<file path="config.mk">
export PLATFORM = sky130hd
export DESIGN_NAME = ext_int_ctrl
export DESIGN_NICKNAME = d
export VERILOG_FILES = /design/src/rtl/ext_int_ctrl.sv
export SDC_FILE = /design/constraint.sdc
export NUM_CORES = 1
export LEC_CHECK = 0
export ABC_CLOCK_PERIOD_IN_PS = 1740
export CAP_MARGIN = 30
export CORE_ASPECT_RATIO = 0.5
export CORE_MARGIN = 10
export CORE_UTILIZATION = 30
export CTS_CLUSTER_SIZE = 24
export DETAILED_ROUTE_END_ITERATION = 8
export GPL_TIMING_DRIVEN = 0
export PLACE_DENSITY_LB_ADDON = 0.3
export SLEW_MARGIN = 20
export SYNTH_ARGS = -nofsm -noshare
export SYNTH_HDL_FRONTEND = slang
export SYNTH_SLANG_ARGS = --single-unit
</file>
<file path="constraint.sdc">
create_clock -name clk_i -period 1.74 [get_ports clk_i]
set_input_delay 0.348 -clock clk_i [delete_from_list [all_inputs] [get_ports clk_i]]
set_output_delay 0.348 -clock clk_i [all_outputs]
set_load 0.03 [all_outputs]
</file>
<file path="src/rtl/ext_int_ctrl.sv">
// ext_int_ctrl: AVR external interrupt controller (EICR/EIMSK/EIFR) for up to 4 pin lines.
// Define EXTINT_FILTER_EN to add a 3-clock glitch filter on each synchronised line.
module ext_int_ctrl #(
    parameter int         LINES     = 2,
    parameter logic [5:0] ADR_EICR  = 6'h29,
    parameter logic [5:0] ADR_EIMSK = 6'h3B,
    parameter logic [5:0] ADR_EIFR  = 6'h3A
) (
    input  logic             clk_i,
    input  logic             rst_i,
    input  logic             ena_i,
    input  logic [5:0]       adr_i,
    input  logic [7:0]       data_i,
    output logic [7:0]       data_o,
    input  logic             re_i,
    input  logic             we_i,
    output logic             selected_o,
    input  logic [LINES-1:0] pin_i,
    output logic [LINES-1:0] irq_o,
    input  logic [LINES-1:0] irq_ack_i
);
    logic [2*LINES-1:0] r_eicr;
    logic [LINES-1:0]   r_eimsk, r_eifr, r_s1, r_s2, r_prev;
    logic [1:0]         r_warm;
    logic [LINES-1:0]   w_f, w_edge, w_set, w_clr;
    logic               w_warm, w_wr, w_hit_cr, w_hit_msk, w_hit_flg;

    assign w_warm     = r_warm == 2'd3;
    assign w_wr       = we_i & ena_i;
    assign w_hit_cr   = adr_i == ADR_EICR;
    assign w_hit_msk  = adr_i == ADR_EIMSK;
    assign w_hit_flg  = adr_i == ADR_EIFR;
    assign selected_o = (w_hit_cr | w_hit_msk | w_hit_flg) & re_i;
    assign data_o     = w_hit_cr  ? 8'(r_eicr)  :
                        w_hit_msk ? 8'(r_eimsk) :
                        w_hit_flg ? 8'(r_eifr)  : 8'h00;

`ifdef EXTINT_FILTER_EN
    // During warm-up the filter tracks s2 directly so it starts aligned with the pins.
    logic [LINES-1:0] r_fh;
    for (genvar g = 0; g < LINES; g++) begin : g_filt
        logic [1:0] r_cnt;
        assign w_f[g] = (!w_warm || (r_s2[g] != r_fh[g] && r_cnt == 2'd2)) ? r_s2[g] : r_fh[g];
        always_ff @(posedge clk_i)
            if (rst_i) r_cnt <= 2'd0;
            else r_cnt <= (!w_warm || r_s2[g] == r_fh[g] || r_cnt == 2'd2) ? 2'd0 : r_cnt + 2'd1;
    end
    always_ff @(posedge clk_i) r_fh <= rst_i ? '0 : w_f;
`else
    assign w_f = r_s2;
`endif

    assign w_edge = w_warm ? (w_f ^ r_prev) : '0;
    assign w_clr  = irq_ack_i | ({LINES{w_wr & w_hit_flg}} & data_i[LINES-1:0]);

    for (genvar g = 0; g < LINES; g++) begin : g_line
        logic [1:0] w_sc;
        assign w_sc     = r_eicr[2*g +: 2];
        assign w_set[g] = w_edge[g] & (w_sc == 2'b01 | (w_sc == 2'b10 & ~w_f[g]) | (w_sc == 2'b11 & w_f[g]));
        assign irq_o[g] = w_sc == 2'b00 ? r_eimsk[g] & ~w_f[g] : r_eifr[g] & r_eimsk[g];
    end

    always_ff @(posedge clk_i) begin
        if (rst_i) begin
            r_eicr  <= '0;
            r_eimsk <= '0;
            r_eifr  <= '0;
            r_s1    <= '0;
            r_s2    <= '0;
            r_prev  <= '0;
            r_warm  <= 2'd0;
        end else begin
            r_s1   <= pin_i;
            r_s2   <= r_s1;
            r_prev <= w_f;
            r_warm <= w_warm ? r_warm : r_warm + 2'd1;
            r_eifr <= w_set | (r_eifr & ~w_clr);
            if (w_wr & w_hit_cr)  r_eicr  <= data_i[2*LINES-1:0];
            if (w_wr & w_hit_msk) r_eimsk <= data_i[LINES-1:0];
        end
    end
endmodule

</file>
==> results of run 1 <==
==> power by group through the flow <==
stage / clock network, uW / registers, uW / logic [uW]
after floorplan: 0 / 398 / 69.4
after global routing: 358 / 393 / 142
final: 326 / 391 / 126
after detailed placement: 0 / 400 / 129
after CTS: 342 / 392 / 127
after global placement: 0 / 399 / 127
==> cell type report <==
| cell class | instances | area share |
|---|---|---|
| timing repair buffer | 26 | 0.185 |
| multi-input combinational | 69 | 0.433 |
| clock buffer | 4 | 0.0458 |
| sequential | 16 | 0.266 |
| tap | 37 | 0.0385 |
| buffer | 6 | 0.0312 |
==> placed cells by master, fill, tap and decap left out, drive strengths merged <==
cell           instances
o21ai                  1
mux2i                  9
and4bb                 1
or3                    1
nor2                   6
o211a                  2
xor2                   1
nand4b                 1
o22ai                  1
clkbuf                 9
nand3b                 1
and4                   1
a32o                   2
a21boi                 1
nor3                   1
o2bb2ai                2
buf                   12
nor2b                  8
nor4                   1
nand2                  4
nand4                  1
clkdlybuf4s15          3
clkdlybuf4s50         12
xnor2                  2
ha                     1
conb                   4
nand3                  2
nand2b                13
dfxtp                 16
and2                   2
==> routing by layer <==
layer / GRT usage / part of all wire
met5: 0 / 0
met4: 0.0318 / 0.013
met3: 0.0308 / 0.11
met2: 0.109 / 0.41
met1: 0.0844 / 0.46
==> sequential cells by signal, indices dropped and copies added, names as in the netlist <==
register,flops
r_eifr,2
r_warm,2
r_s2,2
r_s1,2
r_eicr,4
r_prev,2
r_eimsk,2
==> worst max path at each step <==
| stage | cells after the start | from | endpoint |
|---|---|---|---|
| final | 5 | adr_i[5] | selected_o |
| after global routing | 5 | adr_i[5] | selected_o |
| after CTS | 5 | adr_i[3] | selected_o |
| after detailed placement | 5 | adr_i[0] | data_o[1] |
| after global placement | 5 | adr_i[0] | data_o[1] |
| after floorplan | 3 | adr_i[2] | selected_o |
==> kinds of logic (layout without fill, tap and decap cells) <==
family / count (synthesis) / count (layout) / synth area share
compound gates: 9 / 9 / 0.0898
xor+xnor: 3 / 3 / 0.0309
fa+ha+maj: 1 / 1 / 0.0147
buf+inv: 6 / 36 / 0.0442
flops: 16 / 16 / 0.377
mux: 9 / 9 / 0.106
other cells: 1 / 4 / 0.00441
simple gates: 43 / 43 / 0.333
==> stage by stage <==
| step | std cells | total power (uW) | setup TNS [ns] | cell area, sq um | util |
|---|---|---|---|---|---|
| 2_1_floorplan | 91 | 467 | 0 | 861 | - |
| 3_3_place_gp | 153 | 526 | -5.43 | 1160 | 0.437 |
| 3_5_place_dp | 153 | 529 | -5.33 | 1160 | 0.437 |
| 4_1_cts | 158 | 860 | 0 | 1210 | 0.457 |
| 5_1_grt | 158 | 893 | 0 | 1200 | 0.454 |
| 6_report | 158 | 843 | 0 | 1200 | 0.454 |
==> repair_timing <==
item / in CTS / in global routing
setup buffers: 1 / 0
pin swaps: 3 / 1
gates resized for setup: 50 / 7
endpoints found under the setup margin: 7 / 4
==> results.json, run 1 <==
{
  "outcome": "complete, no violations",
  "hold_start": "r_s1[1]$_SDFF_PP0_",
  "grt_pass1_vias": 667,
  "wl_per_cell_microns": 11.8,
  "worstSetupStartpointType": "primary input",
  "clock-root-buffer": "clkbuf_8",
  "clk_transition_reported_paths_ns": 0.06,
  "htreeDepth": 1,
  "fin_crit_ns": 1.69,
  "internal_power_uw": 652,
  "yosysTopAreaCell": "dfxtp_1",
  "cts_tree": "yes",
  "gp_congestion": 0.699,
  "powerDensity_nw_per_um2": 701,
  "numCtsBuffers": 3,
  "dieArea_sq_um": 5490,
  "viasPerCell": 4.31,
  "ys_seq_elements": 16,
  "crit_family": "simple AND/OR/NAND/NOR gates",
  "core_area_sq_um": 2650,
  "critPathRequiredTime_ns": 1.39,
  "synth_area_sq_um": 850,
  "peakVddDrop_uv": 325,
  "yosysMostFrequentCell": "dfxtp_1",
  "synth_commonest_cells": "dfxtp_1 (16), nand2b_1 (13), mux2i_1 (9)",
  "die_h_microns": 57.6,
  "end_kind": "output pin",
  "hold_violations": 0,
  "finalCritPeriodShare": 0.969,
  "antenna_found_initial": 0,
  "yosysSeqAreaShare": 0.377,
  "initial_core_util": 0.320,
  "postSynthCellCount": 88,
  "antenna_cells": 0,
  "postRouteAntennaNets": 0,
  "post-place-ws_ns": -1.01,
  "synth_edf_count": 0,
  "vias": 681,
  "fp-row-count": 13,
  "whs_ns": 0.437,
  "crit_path_top_delay_cell": "or3_1",
  "path_buf_inv": 2,
  "seqCellArea_sq_um": 320,
  "holdBufCountCts": 0,
  "port_buffers": 25,
  "synth_flop_cell": "dfxtp_1",
  "hp-class": "flop to flop",
  "clk_latency_ns": 0.25,
  "synthArstFlopShare": 0,
  "rr_worst_depth": 3,
  "drt_iter0_markers": 22,
  "clkPwrFrac": 0.387,
  "avgSynthCellArea_sq_um": 9.65,
  "num-fill-cells": 273,
  "gr-total-overflow": 0,
  "cts_buffer_depth": 2,
  "timing.rr.start": "r_warm[0]$_SDFFE_PP0N_",
  "clkSinkCount": 16,
  "hpwl_microns": 1550,
  "rsz0062_at_grt": "no",
  "multi_input_area_sq_um": 520,
  "r2r-end": "r_eifr[1]$_SDFF_PP0_",
  "crit_path_cell_trace": "clkdlybuf4s15_2 -> nand4b_4 -> or3_1 -> a21boi_1 -> buf_4",
  "area_delta_synth_final_pct": 41.5,
  "io_pins": 34,
  "seq_power_share": 0.464,
  "worst_hold_path.endpoint": "r_s2[1]$_SDFF_PP0_",
  "crit_arrival_ns": 1.34,
  "reg2reg_slack_ns": 0.73,
  "setup_ws_ns": 0.0539,
  "grt_max_degree": 11,
  "p_leak_uw": 0.000493,
  "finalSetupViolations": 0,
  "worstPathMaxFanout": 3,
  "yosysUniqueCellTypes": 28,
  "drt_pass1_iterations": 4,
  "grt_use_total": 0.0711,
  "drive_gt1_frac": 0.207,
  "critical_path_class": "primary input to output pin",
  "yosys_warnings": 0,
  "fp.dieW_microns": 95.3,
  "critPathMaxStageDelay_ns": 0.32,
  "fmax_mhz": 593,
  "p_sw_frac": 0.226,
  "clock_skew_ns": 0.00224,
  "cap_violations": 0,
  "drc": 0,
  "drv_slew": 0,
  "nNetsFinal": 146,
  "p_comb_frac": 0.149,
  "wirelength_microns": 1870,
  "grt_pass1_wl_microns": 3080,
  "worstHoldPathCells": 1,
  "yosys-top-cells-area": "dfxtp_1 (38%), mux2i_1 (11%), nand2b_1 (9.6%), nor2b_1 (5.9%), buf_4 (3.5%)",
  "synth_top_area_frac": 0.377,
  "p_sw_uw": 191
}
(Power assumes the default switching activity.)
==> run 2, diff against run 1 <==
==> constraint.sdc (replaced) <==
create_clock -name clk_i -period 1.74 [get_ports clk_i]
set_input_delay 0.174 -clock clk_i [delete_from_list [all_inputs] [get_ports clk_i]]
set_output_delay 0.174 -clock clk_i [all_outputs]
set_load 0.03 [all_outputs]
==> run 2 against run 1 <==
Highest routed layer unchanged. Cell count unchanged. Register-to-register slack barely moved. Clock-buffer cell count did not move. Maximum frequency up 0.72%. Combinational power is essentially flat. Global-route usage about the same. Setup slack gained 0.012 ns. Flip-flop and latch count is the same. Die area stayed put. Core utilization rose by 0.28 points.
==> results.json, run 2 (synthesis gave the netlist of run 1 again) <==
{
  "outcome": "complete, no violations",
  "peakVddDrop_uv": 263,
  "gp_congestion": 0.715,
  "crit_family": "buffers and inverters",
  "postRouteAntennaNets": 0,
  "crit_path_top_delay_cell": "clkdlybuf4s50_1",
  "hold_violations": 0,
  "final_common_cell": "dfxtp_1",
  "io_pins": 34,
  "p_sw_uw": 190,
  "critPathMaxStageDelay_ns": 0.55,
  "cap_violations": 0,
  "fp.dieW_microns": 95.3,
  "critical_path_class": "primary input to output pin",
  "wirelength_microns": 1900,
  "seq_power_share": 0.463,
  "finalSetupViolations": 0,
  "drive_gt1_frac": 0.149,
  "area_delta_synth_final_pct": 42.4,
  "holdBufCountCts": 0,
  "grt_use_total": 0.0712,
  "crit_path_cell_trace": "clkdlybuf4s50_1 -> or3_1 -> a21boi_0 -> buf_4",
  "drv_slew": 0,
  "grt_pass1_wl_microns": 3130,
  "clock-root-buffer": "clkbuf_8",
  "grt_pass1_vias": 666,
  "die_h_microns": 57.6,
  "vias": 686,
  "instances_no_fill": 158,
  "clkPwrFrac": 0.385,
  "clkSinkCount": 16,
  "wl_per_cell_microns": 12.0,
  "clk_latency_ns": 0.25,
  "rsz0062_at_grt": "no",
  "powerDensity_nw_per_um2": 699,
  "drc": 0,
  "p_leak_uw": 0.000515,
  "cts_buffer_depth": 2,
  "total_power_uw": 846,
  "grt_max_degree": 11,
  "port_buffers": 25,
  "top_register": "r_eicr",
  "path_buf_inv": 2,
  "gr-total-overflow": 0,
  "end_kind": "output pin",
  "antenna_cells": 0,
  "fp-row-count": 13,
  "crit_arrival_ns": 1.50,
  "fmax_mhz": 597,
  "hp-class": "flop to flop",
  "finalCritPeriodShare": 0.962,
  "fin_crit_ns": 1.67,
  "fin_util": 0.456,
  "nNetsFinal": 146,
  "hpwl_microns": 1550,
  "numCtsBuffers": 3,
  "clk_transition_reported_paths_ns": 0.06,
  "dieArea_sq_um": 5490,
  "p_sw_frac": 0.225,
  "mostFrequentLayoutCells": "dfxtp_1 (16), clkdlybuf4s50_1 (15), nand2b_1 (13)",
  "initial_core_util": 0.320,
  "cts_tree": "yes",
  "critPathRequiredTime_ns": 1.57,
  "drt_pass1_iterations": 4,
  "antenna_found_initial": 0,
  "worstPathMaxFanout": 5,
  "internal_power_uw": 656,
  "p_comb_frac": 0.152,
  "placed_cells": 153,
  "worstSetupStartpointType": "primary input",
  "drt_iter0_markers": 16,
  "core_area_sq_um": 2650,
  "largest_reg_flops": 4,
  "clock_skew_ns": 0.00141,
  "htreeDepth": 1,
  "whs_ns": 0.435,
  "viasPerCell": 4.34
}
## run 2: worst paths after layout
kind / start / to / slack [ns] / depth (start not counted)
max: adr_i[4] / selected_o / 0.07 / 4
min: r_s1[0]$_SDFF_PP0_ / r_s2[0]$_SDFF_PP0_ / 0.44 / 1
max reg2reg: r_warm[0]$_SDFFE_PP0N_ / r_eifr[1]$_SDFF_PP0_ / 0.72 / 3
min reg2reg: r_s1[0]$_SDFF_PP0_ / r_s2[0]$_SDFF_PP0_ / 0.44 / 1
## run 2: metal layers
layer,up-vias,wire [microns],track usage
met5,-,0,0
li1,364,-,-
met1,296,907,0.0855
met2,21,762,0.109
met3,5,189,0.0257
met4,0,42,0.0381
## run 2: cell type report
cell class                      instances  area (sq um)
Sequential cell                        16           320
Clock buffer                            4          55.1
Timing Repair Buffer                   26           236
Tap cell                               37          46.3
Buffer                                  6          37.5
Fill cell                             275          1440
Multi-Input combinational cell         69           514
## run 2: timing repair
| item | in CTS | in global routing |
|---|---|---|
| buffers inserted | 0 | 1 |
| pin swaps | 0 | 1 |
| setup endpoints to repair | 7 | 4 |
| resized for setup | 26 | 8 |
| endpoints found under the hold margin | 0 | 0 |
## run 2: through the flow
step	worst slack [ns]	cell area, sq um	setup TNS, ns
after floorplan	0.198	861	0
after global placement	-0.656	1160	-3.15
after detailed placement	-0.659	1160	-3.17
after CTS	0.00240	1220	0
after global routing	0.00464	1210	0
final	0.0660	1210	0
## run 2: worst register-to-register path, cell delays in order (launching register included)
cell     delay [ns]
dfxtp_1        0.32
ha_1           0.24
nor2b_1        0.16
a32o_1         0.20
## run 2: power groups by stage
| stage | clock network (uW) | registers, uW | logic (uW) |
|---|---|---|---|
| floorplan | 0 | 398 | 69.3 |
| global placement | 0 | 399 | 126 |
| detailed placement | 0 | 400 | 127 |
| CTS | 342 | 392 | 128 |
| global route | 357 | 394 | 144 |
| finish | 326 | 391 | 129 |
==> run 3, diff against run 2 <==
--- a/config.mk
+++ b/config.mk
@@ -5,16 +5,16 @@
 export SDC_FILE = /design/constraint.sdc
 export NUM_CORES = 1
 export LEC_CHECK = 0
-export ABC_CLOCK_PERIOD_IN_PS = 1740
+export ABC_CLOCK_PERIOD_IN_PS = 1450
 export CAP_MARGIN = 30
 export CORE_ASPECT_RATIO = 0.5
 export CORE_MARGIN = 10
 export CORE_UTILIZATION = 30
 export CTS_CLUSTER_SIZE = 24
 export DETAILED_ROUTE_END_ITERATION = 8
+export DONT_BUFFER_PORTS = 1
 export GPL_TIMING_DRIVEN = 0
 export PLACE_DENSITY_LB_ADDON = 0.3
-export SLEW_MARGIN = 20
 export SYNTH_ARGS = -nofsm -noshare
 export SYNTH_HDL_FRONTEND = slang
 export SYNTH_SLANG_ARGS = --single-unit
==> constraint.sdc (replaced) <==
create_clock -name clk_i -period 1.45 [get_ports clk_i]
set_input_delay 0.145 -clock clk_i [delete_from_list [all_inputs] [get_ports clk_i]]
set_output_delay 0.145 -clock clk_i [all_outputs]
set_load 0.03 [all_outputs]
==> run 3 against run 2 <==
Sequential share of layout area rose by 6.6 points. Critical endpoint is now data_o[0]. Worst hold slack got worse by 0.41 ns. Design area shrank 20%. Via count decreased by 11%. Non-clock buffer count is 26 lower. Cell count down 16%. Critical path depth fell by 2. Clock skew decreased by 0.00071 ns. Core utilization decreased by 9.1 points. Clock power rose by 22%. Flip-flop and latch count unchanged.
==> results.json, run 3 (synthesis gave the netlist of run 1 again) <==
{
  "outcome": "complete, no violations",
  "clkSinkCount": 16,
  "p_leak_uw": 0.000375,
  "top_register": "r_eicr",
  "cap_violations": 0,
  "critPathRequiredTime_ns": 1.31,
  "timing.rr.start": "r_warm[0]$_SDFFE_PP0N_",
  "dieArea_sq_um": 5490,
  "p_sw_uw": 216,
  "placed_cells": 128,
  "mostFrequentLayoutCells": "dfxtp_1 (16), nand2b_1 (13), mux2i_1 (9)",
  "internal_power_uw": 745,
  "postRouteAntennaNets": 0,
  "grt_use_total": 0.0691,
  "startpoint": "r_eimsk[0]$_SDFFE_PP0P_",
  "reg2reg_slack_ns": 0.41,
  "instances_no_fill": 132,
  "htreeDepth": 1,
  "gr-total-overflow": 0,
  "peakVddDrop_uv": 376,
  "wl_per_cell_microns": 14.2,
  "core_area_sq_um": 2650,
  "rsz0062_at_grt": "no",
  "drt_iter0_markers": 17,
  "die_h_microns": 57.6,
  "r2r-end": "r_eifr[1]$_SDFF_PP0_",
  "clock-root-buffer": "clkbuf_8",
  "io_pins": 34,
  "grt_pass1_wl_microns": 2990,
  "numCtsBuffers": 3,
  "cts_tree": "yes",
  "p_comb_frac": 0.097,
  "nNetsFinal": 120,
  "worstPathMaxFanout": 3,
  "gp_congestion": 0.727,
  "post-route-cell-area_sq_um": 968,
  "whs_ns": 0.0207,
  "grt_pass1_vias": 599,
  "critical_path_class": "flop to output pin",
  "drc": 0,
  "wirelength_microns": 1880,
  "clk_latency_ns": 0.25,
  "critPathCapture": "data_o[0]",
  "drv_slew": 0,
  "clock_skew_ns": 0.000694,
  "area_delta_synth_final_pct": 14.0,
  "p_sw_frac": 0.225,
  "fmax_mhz": 725,
  "rr_worst_depth": 3,
  "seq_power_share": 0.489,
  "antenna_found_initial": 0,
  "largest_reg_flops": 4,
  "hp-class": "primary input to flop",
  "hpwl_microns": 1520,
  "drt_pass1_iterations": 4,
  "clk_transition_reported_paths_ns": 0.06,
  "drive_gt1_frac": 0.126,
  "cts_buffer_depth": 2,
  "initial_core_util": 0.320,
  "end_kind": "output pin",
  "tns_ns": 0,
  "fp-row-count": 13,
  "crit_arrival_ns": 1.23,
  "placed_area_sq_um": 907,
  "worstMarginPinSlew_ns": 0.663,
  "clkPwrFrac": 0.414,
  "antenna_cells": 0,
  "vias": 610,
  "port_buffers": 0,
  "cts_setup_buffers": 0,
  "fp.dieW_microns": 95.3,
  "fin_crit_ns": 1.38,
  "hold_violations": 0,
  "setup_ws_ns": 0.0705,
  "max_slew_margin": 0.558,
  "post-place-ws_ns": 0.149,
  "powerDensity_nw_per_um2": 993,
  "final_common_cell": "dfxtp_1",
  "viasPerCell": 4.62,
  "finalCritPeriodShare": 0.951,
  "finalSetupViolations": 0,
  "worstSetupStartpointType": "flop",
  "grt_max_degree": 11
}
run 3: metal layers:
metal,GRT usage,share of wire,up-vias
li1,-,-,313
met1,0.0753,0.42,271
met2,0.103,0.42,22
met3,0.0449,0.14,4
met4,0.0318,0.018,0
met5,0,0,-
run 3: worst min-delay path by stage:
stage                        start                  to  slack (ns)  cells past startpoint
after floorplan           pin_i[0]  r_s1[0]$_SDFF_PP0_        0.27                      1
after global placement    pin_i[1]  r_s1[1]$_SDFF_PP0_        0.28                      1
after detailed placement  pin_i[0]  r_s1[0]$_SDFF_PP0_        0.28                      1
after CTS                 pin_i[0]  r_s1[0]$_SDFF_PP0_        0.02                      1
after global routing      pin_i[0]  r_s1[0]$_SDFF_PP0_        0.02                      1
final                     pin_i[0]  r_s1[0]$_SDFF_PP0_        0.02                      1
run 3: final cells by class:
type                    instances  area (sq um)
multi-input cells              69           509
plain buffers                   6          37.5
fillers                       292          1680
well taps                      37          46.3
clock buffers                   4          55.1
flip-flops and latches         16           320
run 3: power by group through the flow:
stage                     clock [uW]  combinational (uW)  sequential (uW)
after floorplan                    0                83.3              478
after global placement             0                90.8              479
after detailed placement           0                92.8              481
after CTS                        408                93.2              471
after global routing             430                 108              472
final                            398                93.0              471
run 3: critical path: stages, from the launching register on:
cell	delay [ns]
dfxtp_1	0.36
mux2i_1	0.08
o2bb2ai_1	0.54
run 3: what timing repair did:
item | CTS | global route
gates resized for setup | 0 | 1
setup endpoints to repair | 0 | 1
hold buffers | 0 | 0
run 3: per-stage QoR:
step | total power [uW] | utilization
after global routing | 1010 | 0.365
after floorplan | 561 | -
final | 962 | 0.365
after global placement | 570 | 0.342
after detailed placement | 573 | 0.342
after CTS | 972 | 0.363
